$ cat src/rtl/uart_baud_gen_frac_if.sv
// Control and tick bundle of the fractional baud generator: divisor programming,
// phase resync and the RX/TX tick outputs.
interface uart_baud_gen_frac_if #(
    parameter int DIV_W  = 16,
    parameter int FRAC_W = 4
);
    logic              en;
    logic [DIV_W-1:0]  div_int;
    logic [FRAC_W-1:0] div_frac;
    logic              div_load;
    logic              resync;
    logic              tick_rx;
    logic              tick_tx;
    logic              div_pending;
    logic              cfg_err;

    modport master (
        output en, div_int, div_frac, div_load, resync,
        input  tick_rx, tick_tx, div_pending, cfg_err
    );

    modport slave (
        input  en, div_int, div_frac, div_load, resync,
        output tick_rx, tick_tx, div_pending, cfg_err
    );
endinterface

$ cat src/rtl/uart_baud_gen_frac.sv
// Fractional baud-rate generator: oversample tick every act_int(+1) clocks so the
// average period is act_int + act_frac/2^FRAC_W, plus a bit tick every OVERSAMPLE ticks.
module uart_baud_gen_frac #(
    parameter int DIV_W            = 16,
    parameter int FRAC_W           = 4,
    parameter int OVERSAMPLE       = 16,
    parameter int DEFAULT_DIV_INT  = 651,
    parameter int DEFAULT_DIV_FRAC = 0
) (
    input  logic                 clk,
    input  logic                 rst,
    uart_baud_gen_frac_if.slave  bus
);
    localparam int                CNT_W        = DIV_W + 1;
    localparam int                SUB_W        = (OVERSAMPLE > 2) ? $clog2(OVERSAMPLE) : 1;
    localparam logic [SUB_W-1:0]  SUB_LAST     = SUB_W'(OVERSAMPLE - 1);
    localparam logic [SUB_W-1:0]  SUB_ONE      = SUB_W'(1);
    localparam logic [SUB_W-1:0]  SUB_ZERO     = SUB_W'(0);
    localparam logic [CNT_W-1:0]  CNT_ONE      = CNT_W'(1);
    localparam logic [CNT_W-1:0]  CNT_ZERO     = CNT_W'(0);
    localparam logic [CNT_W-1:0]  CNT_RST      = CNT_W'(DEFAULT_DIV_INT - 1);
    localparam logic [DIV_W-1:0]  DIV_MIN      = DIV_W'(2);
    localparam logic [DIV_W-1:0]  ACT_INT_RST  = DIV_W'(DEFAULT_DIV_INT);
    localparam logic [FRAC_W-1:0] ACT_FRAC_RST = FRAC_W'(DEFAULT_DIV_FRAC);
    localparam logic [FRAC_W-1:0] FRAC_ZERO    = FRAC_W'(0);

    // Fraction accumulator step; the MSB is the carry that stretches a period by one clock.
    function automatic logic [FRAC_W:0] frac_add(input logic [FRAC_W-1:0] a,
                                                 input logic [FRAC_W-1:0] b);
        return {1'b0, a} + {1'b0, b};
    endfunction

    logic [CNT_W-1:0]  cnt_r, cnt_s;
    logic [DIV_W-1:0]  act_int_r, act_int_s;
    logic [FRAC_W-1:0] act_frac_r, act_frac_s;
    logic [DIV_W-1:0]  pend_int_r, pend_int_s;
    logic [FRAC_W-1:0] pend_frac_r, pend_frac_s;
    logic              pend_r, pend_s;
    logic [FRAC_W-1:0] acc_r, acc_s;
    logic [SUB_W-1:0]  sub_r, sub_s;
    logic              tick_rx_r, tick_rx_s;
    logic              tick_tx_r, tick_tx_s;
    logic              cfg_err_r, cfg_err_s;
    logic              load_ok_s;
    logic [FRAC_W:0]   frac_sum_s;

    // Next-state logic: resync beats boundary beats plain decrement.
    always_comb begin
        cnt_s       = cnt_r;
        act_int_s   = act_int_r;
        act_frac_s  = act_frac_r;
        pend_int_s  = pend_int_r;
        pend_frac_s = pend_frac_r;
        pend_s      = pend_r;
        acc_s       = acc_r;
        sub_s       = sub_r;
        tick_rx_s   = 1'b0;
        tick_tx_s   = 1'b0;
        cfg_err_s   = cfg_err_r;
        load_ok_s   = bus.div_load && (bus.div_int >= DIV_MIN);
        frac_sum_s  = frac_add(acc_r, act_frac_r);

        if (bus.resync) begin
            // A divisor loaded in this same cycle wins over an older pending one.
            if (load_ok_s) begin
                act_int_s  = bus.div_int;
                act_frac_s = bus.div_frac;
                pend_s     = 1'b0;
            end else if (pend_r) begin
                act_int_s  = pend_int_r;
                act_frac_s = pend_frac_r;
                pend_s     = 1'b0;
            end else begin
                act_int_s  = act_int_r;
                act_frac_s = act_frac_r;
            end
            cnt_s = {1'b0, act_int_s} - CNT_ONE;
            sub_s = SUB_ZERO;
            acc_s = FRAC_ZERO;
        end else if (bus.en && (cnt_r == CNT_ZERO)) begin
            tick_rx_s = 1'b1;
            if (sub_r == SUB_LAST) begin
                sub_s     = SUB_ZERO;
                tick_tx_s = 1'b1;
            end else begin
                sub_s     = sub_r + SUB_ONE;
                tick_tx_s = 1'b0;
            end
            if (pend_r) begin
                act_int_s  = pend_int_r;
                act_frac_s = pend_frac_r;
                pend_s     = 1'b0;
                acc_s      = FRAC_ZERO;
                cnt_s      = {1'b0, pend_int_r} - CNT_ONE;
            end else begin
                acc_s = frac_sum_s[FRAC_W-1:0];
                cnt_s = {1'b0, act_int_r} - CNT_ONE + {{DIV_W{1'b0}}, frac_sum_s[FRAC_W]};
            end
        end else if (bus.en) begin
            cnt_s = cnt_r - CNT_ONE;
        end else begin
            cnt_s = cnt_r;
        end

        // Without resync a valid load lands in the pending register (last one wins).
        if (load_ok_s && !bus.resync) begin
            pend_int_s  = bus.div_int;
            pend_frac_s = bus.div_frac;
            pend_s      = 1'b1;
        end else begin
            pend_int_s  = pend_int_s;
            pend_frac_s = pend_frac_s;
        end

        if (bus.div_load) begin
            cfg_err_s = !load_ok_s;
        end else begin
            cfg_err_s = cfg_err_r;
        end
    end

    // State and registered outputs; reset discards any pending divisor.
    always_ff @(posedge clk or negedge rst) begin
        if (!rst) begin
            cnt_r       <= CNT_RST;
            act_int_r   <= ACT_INT_RST;
            act_frac_r  <= ACT_FRAC_RST;
            pend_int_r  <= {DIV_W{1'b0}};
            pend_frac_r <= FRAC_ZERO;
            pend_r      <= 1'b0;
            acc_r       <= FRAC_ZERO;
            sub_r       <= SUB_ZERO;
            tick_rx_r   <= 1'b0;
            tick_tx_r   <= 1'b0;
            cfg_err_r   <= 1'b0;
        end else begin
            cnt_r       <= cnt_s;
            act_int_r   <= act_int_s;
            act_frac_r  <= act_frac_s;
            pend_int_r  <= pend_int_s;
            pend_frac_r <= pend_frac_s;
            pend_r      <= pend_s;
            acc_r       <= acc_s;
            sub_r       <= sub_s;
            tick_rx_r   <= tick_rx_s;
            tick_tx_r   <= tick_tx_s;
            cfg_err_r   <= cfg_err_s;
        end
    end

    assign bus.tick_rx     = tick_rx_r;
    assign bus.tick_tx     = tick_tx_r;
    assign bus.div_pending = pend_r;
    assign bus.cfg_err     = cfg_err_r;
endmodule

$ cat src/flat_wrapper.sv
// flat-port wrapper written by rule: the top's interface ports become plain ports
module uart_baud_gen_frac_flat 
#(
    parameter int DIV_W            = 16,
    parameter int FRAC_W           = 4,
    parameter int OVERSAMPLE       = 16,
    parameter int DEFAULT_DIV_INT  = 651,
    parameter int DEFAULT_DIV_FRAC = 0
)
  (clk, rst, bus_en, bus_div_int, bus_div_frac, bus_div_load, bus_resync, bus_tick_rx, bus_tick_tx, bus_div_pending, bus_cfg_err);
  uart_baud_gen_frac_if #(.DIV_W(DIV_W), .FRAC_W(FRAC_W)) bus_i ();
  input  logic clk;
  input  logic rst;
  input wire logic [$bits(bus_i.en)-1:0] bus_en;
  input wire logic [$bits(bus_i.div_int)-1:0] bus_div_int;
  input wire logic [$bits(bus_i.div_frac)-1:0] bus_div_frac;
  input wire logic [$bits(bus_i.div_load)-1:0] bus_div_load;
  input wire logic [$bits(bus_i.resync)-1:0] bus_resync;
  output wire logic [$bits(bus_i.tick_rx)-1:0] bus_tick_rx;
  output wire logic [$bits(bus_i.tick_tx)-1:0] bus_tick_tx;
  output wire logic [$bits(bus_i.div_pending)-1:0] bus_div_pending;
  output wire logic [$bits(bus_i.cfg_err)-1:0] bus_cfg_err;
  assign bus_i.en = bus_en;
  assign bus_i.div_int = bus_div_int;
  assign bus_i.div_frac = bus_div_frac;
  assign bus_i.div_load = bus_div_load;
  assign bus_i.resync = bus_resync;
  assign bus_tick_rx = bus_i.tick_rx;
  assign bus_tick_tx = bus_i.tick_tx;
  assign bus_div_pending = bus_i.div_pending;
  assign bus_cfg_err = bus_i.cfg_err;
  uart_baud_gen_frac #(.DIV_W(DIV_W), .FRAC_W(FRAC_W), .OVERSAMPLE(OVERSAMPLE), .DEFAULT_DIV_INT(DEFAULT_DIV_INT), .DEFAULT_DIV_FRAC(DEFAULT_DIV_FRAC)) u_core (.clk(clk), .rst(rst), .bus(bus_i));
endmodule
$ cat config.mk
export PLATFORM = sky130hd
export DESIGN_NAME = uart_baud_gen_frac_flat
export DESIGN_NICKNAME = d
export VERILOG_FILES = /design/src/rtl/uart_baud_gen_frac_if.sv /design/src/rtl/uart_baud_gen_frac.sv /design/src/flat_wrapper.sv
export SDC_FILE = /design/constraint.sdc
export NUM_CORES = 1
export LEC_CHECK = 0
export CORE_MARGIN = 5
export CORE_UTILIZATION = 55
export CTS_CLUSTER_DIAMETER = 50
export DETAILED_ROUTE_END_ITERATION = 8
export PLACE_DENSITY = 0.79
export SLEW_MARGIN = 20
export SYNTH_ARGS = -nofsm -noshare
export SYNTH_HDL_FRONTEND = slang
export SYNTH_SLANG_ARGS = --single-unit
$ cat constraint.sdc
create_clock -name clk -period 6.08 [get_ports clk]
set_clock_uncertainty 0.05 [all_clocks]
set_input_delay 1.216 -clock clk [delete_from_list [all_inputs] [get_ports clk]]
set_output_delay 1.216 -clock clk [all_outputs]
set_load 0.05 [all_outputs]
==> results.md, run 1 <==
- Result of the run: finished, final reports clean
- Root buffer cell: clkbuf_8
- Clock insertion delay at the later pin of the skew report: 0.36 ns
- Type of element launching the critical path: input pin
- I/O Pins: 29
- Min-delay worst type: flip-flop to flip-flop
- Critical path buffers and inverters: 1
- Max rail drop VDD: 0.1642 mV
- Final setup viols: 0
- Pleak: 2.135 nW
- # nets final: 630
- Synthesized flop and latch total: 69
- Pin count of the biggest net entering global routing: 70
- Compound-cell area share of the yosys netlist: 0.1921
- Top cell family by delay on the critical path: simple AND/OR/NAND/NOR gates
- GPL Wtd Cong: 0.9980
- Placed inst area: 0.005368 mm²
- First element of the critical path: bus_div_int[11]
- Main area contributors after synthesis: dfrtp_1 29%, mux2i_1 6.1%, mux2_2 5.3%, dfstp_2 4.6%, a21oi_1 4.6%
- PD cells: 239.1 mW/mm²
- TritonCTS clock tree: done
- Fraction of layout instances using a drive strength above 1: 0.1152
- Total clock sinks: 69
- Share of synthesized cell area in full adder, half adder and majority cells: 0.02842
- Number of diodes: 0
- DR pass1 iterations: 6
- Hold Path Stages: 2
- Final-layout setup total negative slack: 0 ns
- Endpoint of the lowest-slack register-to-register path: u_core.cnt_r[16]$_DFFE_PN0P_
- Combinational family with the most area after synthesis: simple AND/OR/NAND/NOR gates
- Cell taking the most area after synthesis: dfrtp_1
- Number of logic stages on the critical path including buffering: 11
- DRT Wirelength: 14630 µm
- Crit-path cells: clkdlybuf4s50_1 -> or4_4 -> or4_4 -> o21ai_4 -> nand2_1 -> o21ai_0 -> ha_1 -> nand2_1 -> and3_1 -> a221oi_1 -> a21oi_1
- CP arrival: 4.60 ns
- Final number of max-transition violations: 0
- Netlist area before placement: 0.005107 mm²
- Die footprint: 0.01131 mm²
- Final HPWL from detailed placement: 10380 µm
- WL per Instance: 20.60 µm
- Number of cells on the worst reg-to-reg path: 12
- Initial DRC Count: 477
- Wire length of the first global-routing pass: 23060 µm
- Share of flip-flops with an asynchronous set or reset: 1.000
- Post-CTS clock slew at the launch and capture registers of the worst setup and hold paths: 0.08 ns
- Critical Path Fanout Max: 12
- Maximum buffer depth of the clock tree: 2
- DRT antenna net count: 0
- Post-synthesis cell count: 595
- Hold-fix buffers at CTS: 0
- Slew at the pin closest to its max-slew limit: 1.133 ns
- Number of distinct library cell variants in the gate-level netlist after synthesis: 60
- Fraction of synthesized cell area taken by the top area cell type: 0.2940
- Final non-filler cell area: 0.005572 mm²
- Resized cells post-CTS: 0
- Number of buffers inserted by post-CTS setup repair: 0
- Minimum clock period after layout: 4.451 ns
- Critical Path End Type: flip-flop
- Commonest non-fill, non-tap cell in the layout: dfrtp_1
- Critical path data required time: 6.23 ns
- Total number of H-tree levels: 3
- Fill cells: 811
- Via count of the first global-routing pass: 4324
- Area added between synthesis and finish: 9.089%
- Top library cells by usage in the layout, fill and taps aside: 59 x dfrtp_1, 48 x nor2_1, 47 x a21oi_1, 45 x nand2_1, 42 x o21ai_0
- Post-synth EDFFs: 0
- Max-cap violations: 0
- DRC violations left: 0
- Initial core utilization: 0.5580
- Placement row count: 35
- CP Capture Point: u_core.cnt_r[4]$_DFFE_PN0P_
- Average cell area after synthesis: 8.584 µm²
- Main synth FF type: dfrtp_1
- Achievable frequency: 0.2247 GHz
- Setup repair after global routing missed its margin: false
- Width of the die: 106.4 µm
- Input/output buffers: 28
- Reg2Reg Setup Slack: 1.88 ns
- Vias: 4731
- Synth Area in XOR/XNOR: 0.06516
- Synth warnings: 0
- Number of vias per cell: 6.663
- Crit-path max cell delay: 0.60 ns
- Die height: 106.4 µm
- Share of cell area taken by muxes after synthesis: 0.1137
- Tot GR Track Use: 0.2615
- Share of the yosys chip area belonging to registers: 0.3403
- GR Overflow Total: 0
- Critical-path cell with the highest stage delay: or4_4
- Number of antenna violations at the first check in global routing: 0
- Simple-gate share of the synthesized area: 0.2166
- Area of the core: 0.009153 mm²
- Relative slew slack: 0.2428
- Hold Vio Cnt, Final: 0
- Startpoint-to-endpoint class of the critical path: input pin to flip-flop
- Post-Syn Nets: 631
- Number of buffers created by CTS: 9
- Final worst-path cycle share: 0.7320
- Startpoint of the worst-slack reg-to-reg timing path: u_core.act_frac_r[0]$_DFFE_PN0P_
-- cells by family (layout without fill, tap and decap cells) --
kind of cell,after synthesis,count (layout)
mux,55,55
simple gates,211,211
flops,69,69
fa+ha+maj,11,11
compound gates,157,157
buf+inv,54,58
xor+xnor,38,38
-- where the power goes --
group	leakage, nW	switching [W]	internal [W]
Combinational	1.22	0.000174	0.000144
Sequential	0.817	0.000103	0.000524
Clock	0.0935	0.000194	0.000193
-- state kept, by name, summed over array words and instances, names as in the netlist --
name,cells
u_core.act_frac_r,4
u_core.sub_r,4
u_core.bus.cfg_err,1
u_core.bus.tick_tx,1
u_core.cnt_r,17
u_core.bus.tick_rx,1
u_core.pend_frac_r,4
u_core.pend_int_r,16
u_core.bus.div_pending,1
u_core.acc_r,4
u_core.act_int_r,16
-- how the worst min path moves through the flow --
stage,to,slack [ns],startpoint
floorplan,u_core.acc_r[2]$_DFFE_PN0P_,0.44,u_core.acc_r[2]$_DFFE_PN0P_
global placement,u_core.bus.cfg_err$_DFFE_PN0P_,0.43,u_core.bus.cfg_err$_DFFE_PN0P_
detailed placement,u_core.bus.cfg_err$_DFFE_PN0P_,0.46,u_core.bus.cfg_err$_DFFE_PN0P_
CTS,u_core.bus.cfg_err$_DFFE_PN0P_,0.48,u_core.bus.cfg_err$_DFFE_PN0P_
global route,u_core.pend_frac_r[1]$_DFFE_PN0P_,0.51,u_core.pend_frac_r[1]$_DFFE_PN0P_
finish,u_core.bus.cfg_err$_DFFE_PN0P_,0.47,u_core.bus.cfg_err$_DFFE_PN0P_
-- Yosys cell counts (3+ instances only) --
cell	n
a211oi_1	15
a21o_1	6
a21oi_1	47
a221oi_1	4
a31oi_1	5
and3_1	9
buf_1	3
buf_2	8
clkbuf_1	32
dfrtp_1	60
dfstp_2	9
ha_1	10
inv_1	9
mux2_2	24
mux2i_1	31
nand2_1	45
nand3_1	11
nand3b_1	10
nand4_1	3
nor2_1	49
nor3_1	30
nor3b_1	5
nor4_1	13
o211ai_1	7
o21a_1	6
o21ai_0	42
o31ai_1	5
or3_1	13
or4_1	6
or4_4	4
xnor2_1	21
xor2_1	17
-- worst min-delay path: stages (launching register included) --
cell and delay [ns]:
dfrtp_1 0.35, nor2_1 0.04, nor2_1 0.08
-- per-stage QoR --
step	hold slack (ns)	worst slack, ns	total power, W	utilization	instances
floorplan	0.4397	1.886	0.0008229	-	595
global placement	0.4349	1.592	0.0009266	0.5865	694
detailed placement	0.4558	1.447	0.0009386	0.5865	694
CTS	0.4789	1.755	0.001326	0.6082	710
global route	0.5064	1.554	0.001398	0.6087	710
finish	0.4670	1.629	0.001332	0.6087	710
-- area by class of cell --
cell class | instances | area (µm²) | area share
Clock inverter | 6 | 71.32 | 0.01280
Sequential cell | 69 | 1739 | 0.3121
Timing Repair Buffer | 33 | 307.8 | 0.05524
Clock buffer | 10 | 127.6 | 0.02291
Tap cell | 111 | 138.9 | 0.02493
Inverter | 9 | 33.78 | 0.006063
Multi-Input combinational cell | 472 | 3153 | 0.5659
-- per-layer routing --
layer / up-vias / GRT usage / part of all wire
li1: 2190 / - / -
met1: 2245 / 0.3840 / 0.44
met2: 264 / 0.3769 / 0.44
met3: 32 / 0.04857 / 0.096
met4: 0 / 0.1073 / 0.024
met5: - / 0 / 0
Power figures use the tool's default switching activity.
==> inputs of run 2 (changes only) <==
PLACE_DENSITY = 0.82   (was 0.79)
clock period = 3.9 ns   (was 6.08 ns; I/O delays follow)
==> run 2 against run 1 <==
Effect of this change: setup slack worse by 1.4 ns; wire length rose by 3.1%; flip-flop and latch count unchanged; first-iteration DRC count shrank 0.42%; via count up 1.9%; count of clock-buffer cells in the layout is the same; power up 58%; hold slack lost 0.072 ns; global-route usage grew 1.7 points; cell area grew 3.2%; core utilization grew 1.9 points; critical path type is now flip-flop to flip-flop; critical endpoint is now u_core.cnt_r[13]$_DFFE_PN0P_.
==> results.md, run 2 (synthesized netlist as in run 1, its figures left out) <==
- Result of the run: finished, final reports clean
- Area used by sequential logic in the layout: 0.001739 mm² (unchanged)
- Input/output buffers: 28 (unchanged)
- Slew at the pin closest to its max-slew limit: 1.081 ns (-0.05206 ns)
- I/O Pins: 29 (unchanged)
- CP arrival: 3.82 ns (-0.78 ns)
- Hold Vio Cnt, Final: 0 (unchanged)
- Area of the core: 0.009153 mm² (unchanged)
- Final-layout setup total negative slack: 0 ns (unchanged)
- Reported net switching power: 0.0007498 W (+59%)
- Hold-fix buffers at CTS: 0 (unchanged)
- Initial core utilization: 0.5580 (unchanged)
- Pin count of the biggest net entering global routing: 43 (-39%)
- Min-delay worst type: input pin to async pin
- Top reg by flops: u_core.cnt_r
- Pleak: 2.257 nW (+5.8%)
- Width of the die: 106.4 µm (unchanged)
- Die footprint: 0.01131 mm² (unchanged)
- # nets final: 650 (+3.2%)
- Relative slew slack: 0.2788 (+0.03605)
- PD cells: 365.9 mW/mm² (+53%)
- Setup repair after global routing missed its margin: false
- GR Overflow Total: 0 (unchanged)
- Post-CTS clock slew at the launch and capture registers of the worst setup and hold paths: 0.08 ns (about the same)
- Total clock sinks: 69 (unchanged)
- Type of element launching the critical path: flip-flop
- Maximum buffer depth of the clock tree: 2 (unchanged)
- DRC violations left: 0 (unchanged)
- Total number of H-tree levels: 3 (unchanged)
- Wire length of the first global-routing pass: 24870 µm (+7.9%)
- Critical path data required time: 4.07 ns (-2.16 ns)
- Critical Path End Type: flip-flop
- Root buffer cell: clkbuf_8
- Area added between synthesis and finish: 12.57%
- Max-cap violations: 0 (unchanged)
- Top library cells by usage in the layout, fill and taps aside: 59 x dfrtp_1, 48 x nor2_1, 46 x a21oi_1, 45 x nand2_1, 42 x o21ai_0
- Achievable frequency: 0.2738 GHz
- Commonest non-fill, non-tap cell in the layout: dfrtp_1
- Initial DRC Count: 475 (-0.42%)
- Die height: 106.4 µm (unchanged)
- Clock insertion delay at the later pin of the skew report: 0.36 ns (about the same)
- Final WS setup: 0.2480 ns (-1.381 ns)
- Resized cells post-CTS: 0 (unchanged)
- Minimum clock period after layout: 3.652 ns
- Final worst-path cycle share: 0.9364
- WL per Instance: 20.66 µm (+0.31%)
- Number of buffers created by CTS: 9 (unchanged)
- Fill cells: 798 (-1.6%)
- Area of the multi-input gates: 0.003181 mm² (+0.87%)
- Number of buffers inserted by post-CTS setup repair: 0 (unchanged)
- Largest regs: u_core.cnt_r x17, u_core.act_int_r x16, u_core.pend_int_r x16
- Number of antenna violations at the first check in global routing: 0 (unchanged)
- Total internal power: 0.001354 W (+57%)
- DRT Wirelength: 15080 µm (+3.1%)
- Combinational cell fraction of total power: 0.250 (+0.012)
- Final Util: 0.6282 (+0.01941)
- DR pass1 iterations: 5 (-1)
- TritonCTS clock tree: done
- Placement row count: 35 (unchanged)
- Number of diodes: 0 (unchanged)
- Hold Worst Slack: 0.3953 ns (-0.07178 ns)
- Max rail drop VDD: 0.2638 mV (+61%)
- Share of total power in the clock network: 0.291 (about the same)
- Critical Path Fanout Max: 3 (-9)
- Number of flip-flops under the largest register name: 17 (unchanged)
- Fraction of layout instances using a drive strength above 1: 0.1502 (+0.03505)
- Part of the power in registers: 0.458 (-0.013)
- Tot GR Track Use: 0.2784 (+0.01683)
- Startpoint-to-endpoint class of the critical path: flip-flop to flip-flop
- Final number of max-transition violations: 0 (unchanged)
- Proportion of total power due to net switching: 0.3564 (+0.002557)
- Final setup viols: 0 (unchanged)
- Vias: 4819 (+1.9%)
- GPL Wtd Cong: 0.9671 (-3.1%)
- Number of vias per cell: 6.601 (-0.93%)
- Via count of the first global-routing pass: 4633 (+7.1%)
- Dpl ws: 0.04252 ns (-1.404 ns)
- Final HPWL from detailed placement: 10970 µm (+5.6%)
- DRT antenna net count: 0 (unchanged)
-- run 2: layout make-up --
cell class / instances / area share
multi-input cells: 472 / 0.5532
flip-flops and latches: 69 / 0.3025
repair buffers: 53 / 0.07965
well taps: 111 / 0.02416
clock buffers: 10 / 0.02220
clock inverters: 6 / 0.01240
inverters: 9 / 0.005876
-- run 2: power by group through the flow --
stage / sequential [W] / combinational (W) / clock, W
floorplan: 0.000910 / 0.000373 / 0
global placement: 0.000961 / 0.000495 / 0
detailed placement: 0.000969 / 0.000507 / 0
CTS: 0.000956 / 0.000515 / 0.000620
global route: 0.000979 / 0.000575 / 0.000660
finish: 0.000965 / 0.000526 / 0.000613
-- run 2: through the flow --
| stage | std cells | power (W) | instance area, µm² |
|---|---|---|---|
| floorplan | 595 | 0.001283 | 5107 |
| detailed placement | 714 | 0.001476 | 5518 |
| global route | 730 | 0.002214 | 5749 |
| finish | 730 | 0.002104 | 5749 |
| global placement | 714 | 0.001456 | 5518 |
| CTS | 730 | 0.002090 | 5717 |
-- run 2: routing by layer --
layer	up-vias	GRT usage	part of all wire
met5	-	0	0
met4	0	0.09343	0.025
met3	30	0.07165	0.085
met2	236	0.4136	0.45
met1	2327	0.3942	0.44
li1	2226	-	-
-- run 2: worst max-delay path: stages, from the launching register on --
cell and delay [ns]:
dfrtp_1 0.42, ha_1 0.22, fa_1 0.40, a21o_1 0.19
a21oi_1 0.15, ha_1 0.21, or4b_2 0.67, nor4_2 0.24
nor4b_1 0.33, xnor2_1 0.16, mux2i_1 0.15, a211oi_1 0.26
a21oi_1 0.06
-- run 2: final timing paths --
| check | startpoint | endpoint | slack (ns) | cells past startpoint |
|---|---|---|---|---|
| max reg2reg | u_core.act_frac_r[0]$_DFFE_PN0P_ | u_core.cnt_r[13]$_DFFE_PN0P_ | 0.25 | 12 |
| min in group clk | u_core.pend_frac_r[2]$_DFFE_PN0P_ | u_core.pend_frac_r[2]$_DFFE_PN0P_ | 0.48 | 1 |
| min | rst | u_core.act_int_r[4]$_DFFE_PN0P_ | 0.40 | 2 |
| max | u_core.act_frac_r[0]$_DFFE_PN0P_ | u_core.cnt_r[13]$_DFFE_PN0P_ | 0.25 | 12 |
| min reg2reg | u_core.pend_frac_r[2]$_DFFE_PN0P_ | u_core.pend_frac_r[2]$_DFFE_PN0P_ | 0.48 | 1 |
| max in group asynchronous | rst | u_core.cnt_r[9]$_DFFE_PN1P_ | 2.95 | 2 |
==> inputs of run 3 (changes only) <==
CTS_BUF_LIST = sky130_fd_sc_hd__clkbuf_8 sky130_fd_sc_hd__clkbuf_16   (was unset)
HOLD_SLACK_MARGIN = 0.08   (was unset)
==> run 3 against run 2 <==
Effect of this change: cell count is the same; hold slack about the same; first-iteration DRC count is 1.1% lower; global-route usage did not move; critical path depth unchanged; clock power about the same; maximum frequency hardly changed; non-clock buffer count did not move; cell area unchanged; sequential power barely moved; sequential share of layout area unchanged; count of clock-buffer cells in the layout shrank 1; highest routed layer unchanged.
==> results.md, run 3 (synthesized netlist as in run 1, its figures left out) <==
- Result of the run: finished, final reports clean
- # nets final: 650 (unchanged)
- DRT antenna net count: 0 (unchanged)
- Min-delay worst type: input pin to async pin
- DR pass1 iterations: 5 (unchanged)
- Pleak: 2.261 nW (+0.18%)
- DRT Wirelength: 15060 µm (-0.14%)
- Die footprint: 0.01131 mm² (unchanged)
- Met2 wire length: 6725 µm (-1.1%)
- Tot GR Track Use: 0.2784 (unchanged)
- Critical Path End Type: flip-flop
- Hold Vio Cnt, Final: 0 (unchanged)
- Uppermost signal routing layer after detailed routing: met4
- I/O Pins: 29 (unchanged)
- Number of flip-flops under the largest register name: 17 (unchanged)
- CP Capture Point: u_core.cnt_r[13]$_DFFE_PN0P_
- CP arrival: 3.82 ns (about the same)
- Number of vias per cell: 6.600 (about the same)
- Width of the die: 106.4 µm (unchanged)
- Reg2Reg Setup Slack: 0.25 ns (about the same)
- Top library cells by usage in the layout, fill and taps aside: 59 x dfrtp_1, 48 x nor2_1, 46 x a21oi_1, 45 x nand2_1, 42 x o21ai_0
- Vias: 4818 (-0.021%)
- Number of diodes: 0 (unchanged)
- Number of buffers inserted by post-CTS setup repair: 0 (unchanged)
- Maximum buffer depth of the clock tree: 2 (unchanged)
- Type of element launching the critical path: flip-flop
- Filler-free cell count of the finished design: 730 (unchanged)
- Via count of the first global-routing pass: 4633 (unchanged)
- Initial DRC Count: 470 (-1.1%)
- Final Util: 0.6282 (unchanged)
- Number of antenna violations at the first check in global routing: 0 (unchanged)
- First element of the critical path: u_core.act_frac_r[0]$_DFFE_PN0P_
- Fraction of layout instances using a drive strength above 1: 0.1502 (unchanged)
- Relative slew slack: 0.2821 (+0.003250)
- Largest regs: u_core.cnt_r x17, u_core.act_int_r x16, u_core.pend_int_r x16
- Total clock sinks: 69 (unchanged)
- Final setup viols: 0 (unchanged)
- Achievable frequency: 0.2736 GHz (about the same)
- Area added between synthesis and finish: 12.57% (unchanged)
- Final-layout setup total negative slack: 0 ns (unchanged)
- Wire length on met3: 1385 µm (+8.6%)
- TritonCTS clock tree: done
- Total number of H-tree levels: 3 (unchanged)
- Slew at the pin closest to its max-slew limit: 1.076 ns (-0.004870 ns)
- Critical Path Fanout Max: 3 (unchanged)
- Input/output buffers: 28 (unchanged)
- GPL Wtd Cong: 0.9671 (unchanged)
- Area of the core: 0.009153 mm² (unchanged)
- PD cells: 365.6 mW/mm² (about the same)
- Clock insertion delay at the later pin of the skew report: 0.36 ns (about the same)
- Critical path data required time: 4.07 ns (about the same)
- Top reg by flops: u_core.cnt_r
- Startpoint-to-endpoint class of the critical path: flip-flop to flip-flop
- Endpoint of the lowest-slack register-to-register path: u_core.cnt_r[13]$_DFFE_PN0P_
- Minimum clock period after layout: 3.654 ns (+0.002363 ns)
- Number of cells on the worst reg-to-reg path: 12 (unchanged)
- Post-CTS clock slew at the launch and capture registers of the worst setup and hold paths: 0.08 ns (about the same)
- GR Overflow Total: 0 (unchanged)
- Startpoint of the worst-slack reg-to-reg timing path: u_core.act_frac_r[0]$_DFFE_PN0P_
- Final HPWL from detailed placement: 10970 µm (unchanged)
- Max-cap violations: 0 (unchanged)
- WL per Instance: 20.63 µm (-0.14%)
- Number of buffers created by CTS: 9 (unchanged)
- Die height: 106.4 µm (unchanged)
- Final worst-path cycle share: 0.9370 (about the same)
- Final number of max-transition violations: 0 (unchanged)
- Hold-fix buffers at CTS: 0 (unchanged)
- Met1 wire length: 6558 µm (-0.98%)
- Wire length of the first global-routing pass: 24870 µm (unchanged)
- Root buffer cell: clkbuf_8
- Placement row count: 35 (unchanged)
- Initial core utilization: 0.5580 (unchanged)
- Setup repair after global routing missed its margin: false
- DRC violations left: 0 (unchanged)
- Pin count of the biggest net entering global routing: 43 (unchanged)
- Commonest non-fill, non-tap cell in the layout: dfrtp_1
- # placed instances: 714 (unchanged)
- Max rail drop VDD: 0.2635 mV (about the same)
- Resized cells post-CTS: 0 (unchanged)
## run 3: cell count changes in the layout (fill, tap and decap cells not counted)
cell	change
inv_1	+1
clkbuf_1	-1
## run 3: through the flow
step	worst slack [ns]	total power (W)	cell area [µm²]	hold WS, ns
detailed placement	0.04252	0.001476	5518	0.4653
global route	0.02879	0.002212	5749	0.3912
global placement	0.1456	0.001456	5518	0.4360
CTS	0.03199	0.002088	5717	0.3945
floorplan	0.1419	0.001283	5107	0.4344
finish	0.2456	0.002102	5749	0.3949
## run 3: how the worst min path moves through the flow
| stage | slack, ns | cells past startpoint | end | start |
|---|---|---|---|---|
| 2_1_floorplan | 0.43 | 0 | u_core.acc_r[0]$_DFFE_PN0P_ | rst |
| 3_3_place_gp | 0.44 | 2 | u_core.bus.cfg_err$_DFFE_PN0P_ | u_core.bus.cfg_err$_DFFE_PN0P_ |
| 3_5_place_dp | 0.47 | 2 | u_core.bus.cfg_err$_DFFE_PN0P_ | u_core.bus.cfg_err$_DFFE_PN0P_ |
| 4_1_cts | 0.39 | 2 | u_core.pend_int_r[10]$_DFFE_PN0P_ | rst |
| 5_1_grt | 0.39 | 2 | u_core.act_int_r[4]$_DFFE_PN0P_ | rst |
| 6_report | 0.39 | 2 | u_core.act_int_r[4]$_DFFE_PN0P_ | rst |
## run 3: final cells by class
cell class	instances	area [µm²]
clock buffers	9	123.9
clock inverters	7	75.07
fillers	798	3403
inverters	9	33.78
multi-input cells	472	3181
flip-flops and latches	69	1739
well taps	111	138.9
repair buffers	53	457.9
## run 3: layer usage
layer | GRT usage | vias up
met1 | 0.3942 | 2311
met2 | 0.4136 | 246
met3 | 0.07165 | 35
met4 | 0.09343 | 0
li1 | - | 2226
met5 | 0 | -
## run 3: where the power goes
group          switching, W  internal [W]  leakage (nW)
clock              0.000314      0.000299        0.0976
sequential         0.000147      0.000817         0.817
combinational      0.000290      0.000236          1.35
## run 3: worst max-delay path: stages, from the launching register on
cell and delay, ns:
dfrtp_1 0.42, ha_1 0.22, fa_1 0.40, a21o_1 0.19, a21oi_1 0.15, ha_1 0.21
or4b_2 0.67, nor4_2 0.24, nor4b_1 0.33, xnor2_1 0.16, mux2i_1 0.15, a211oi_1 0.26
a21oi_1 0.06
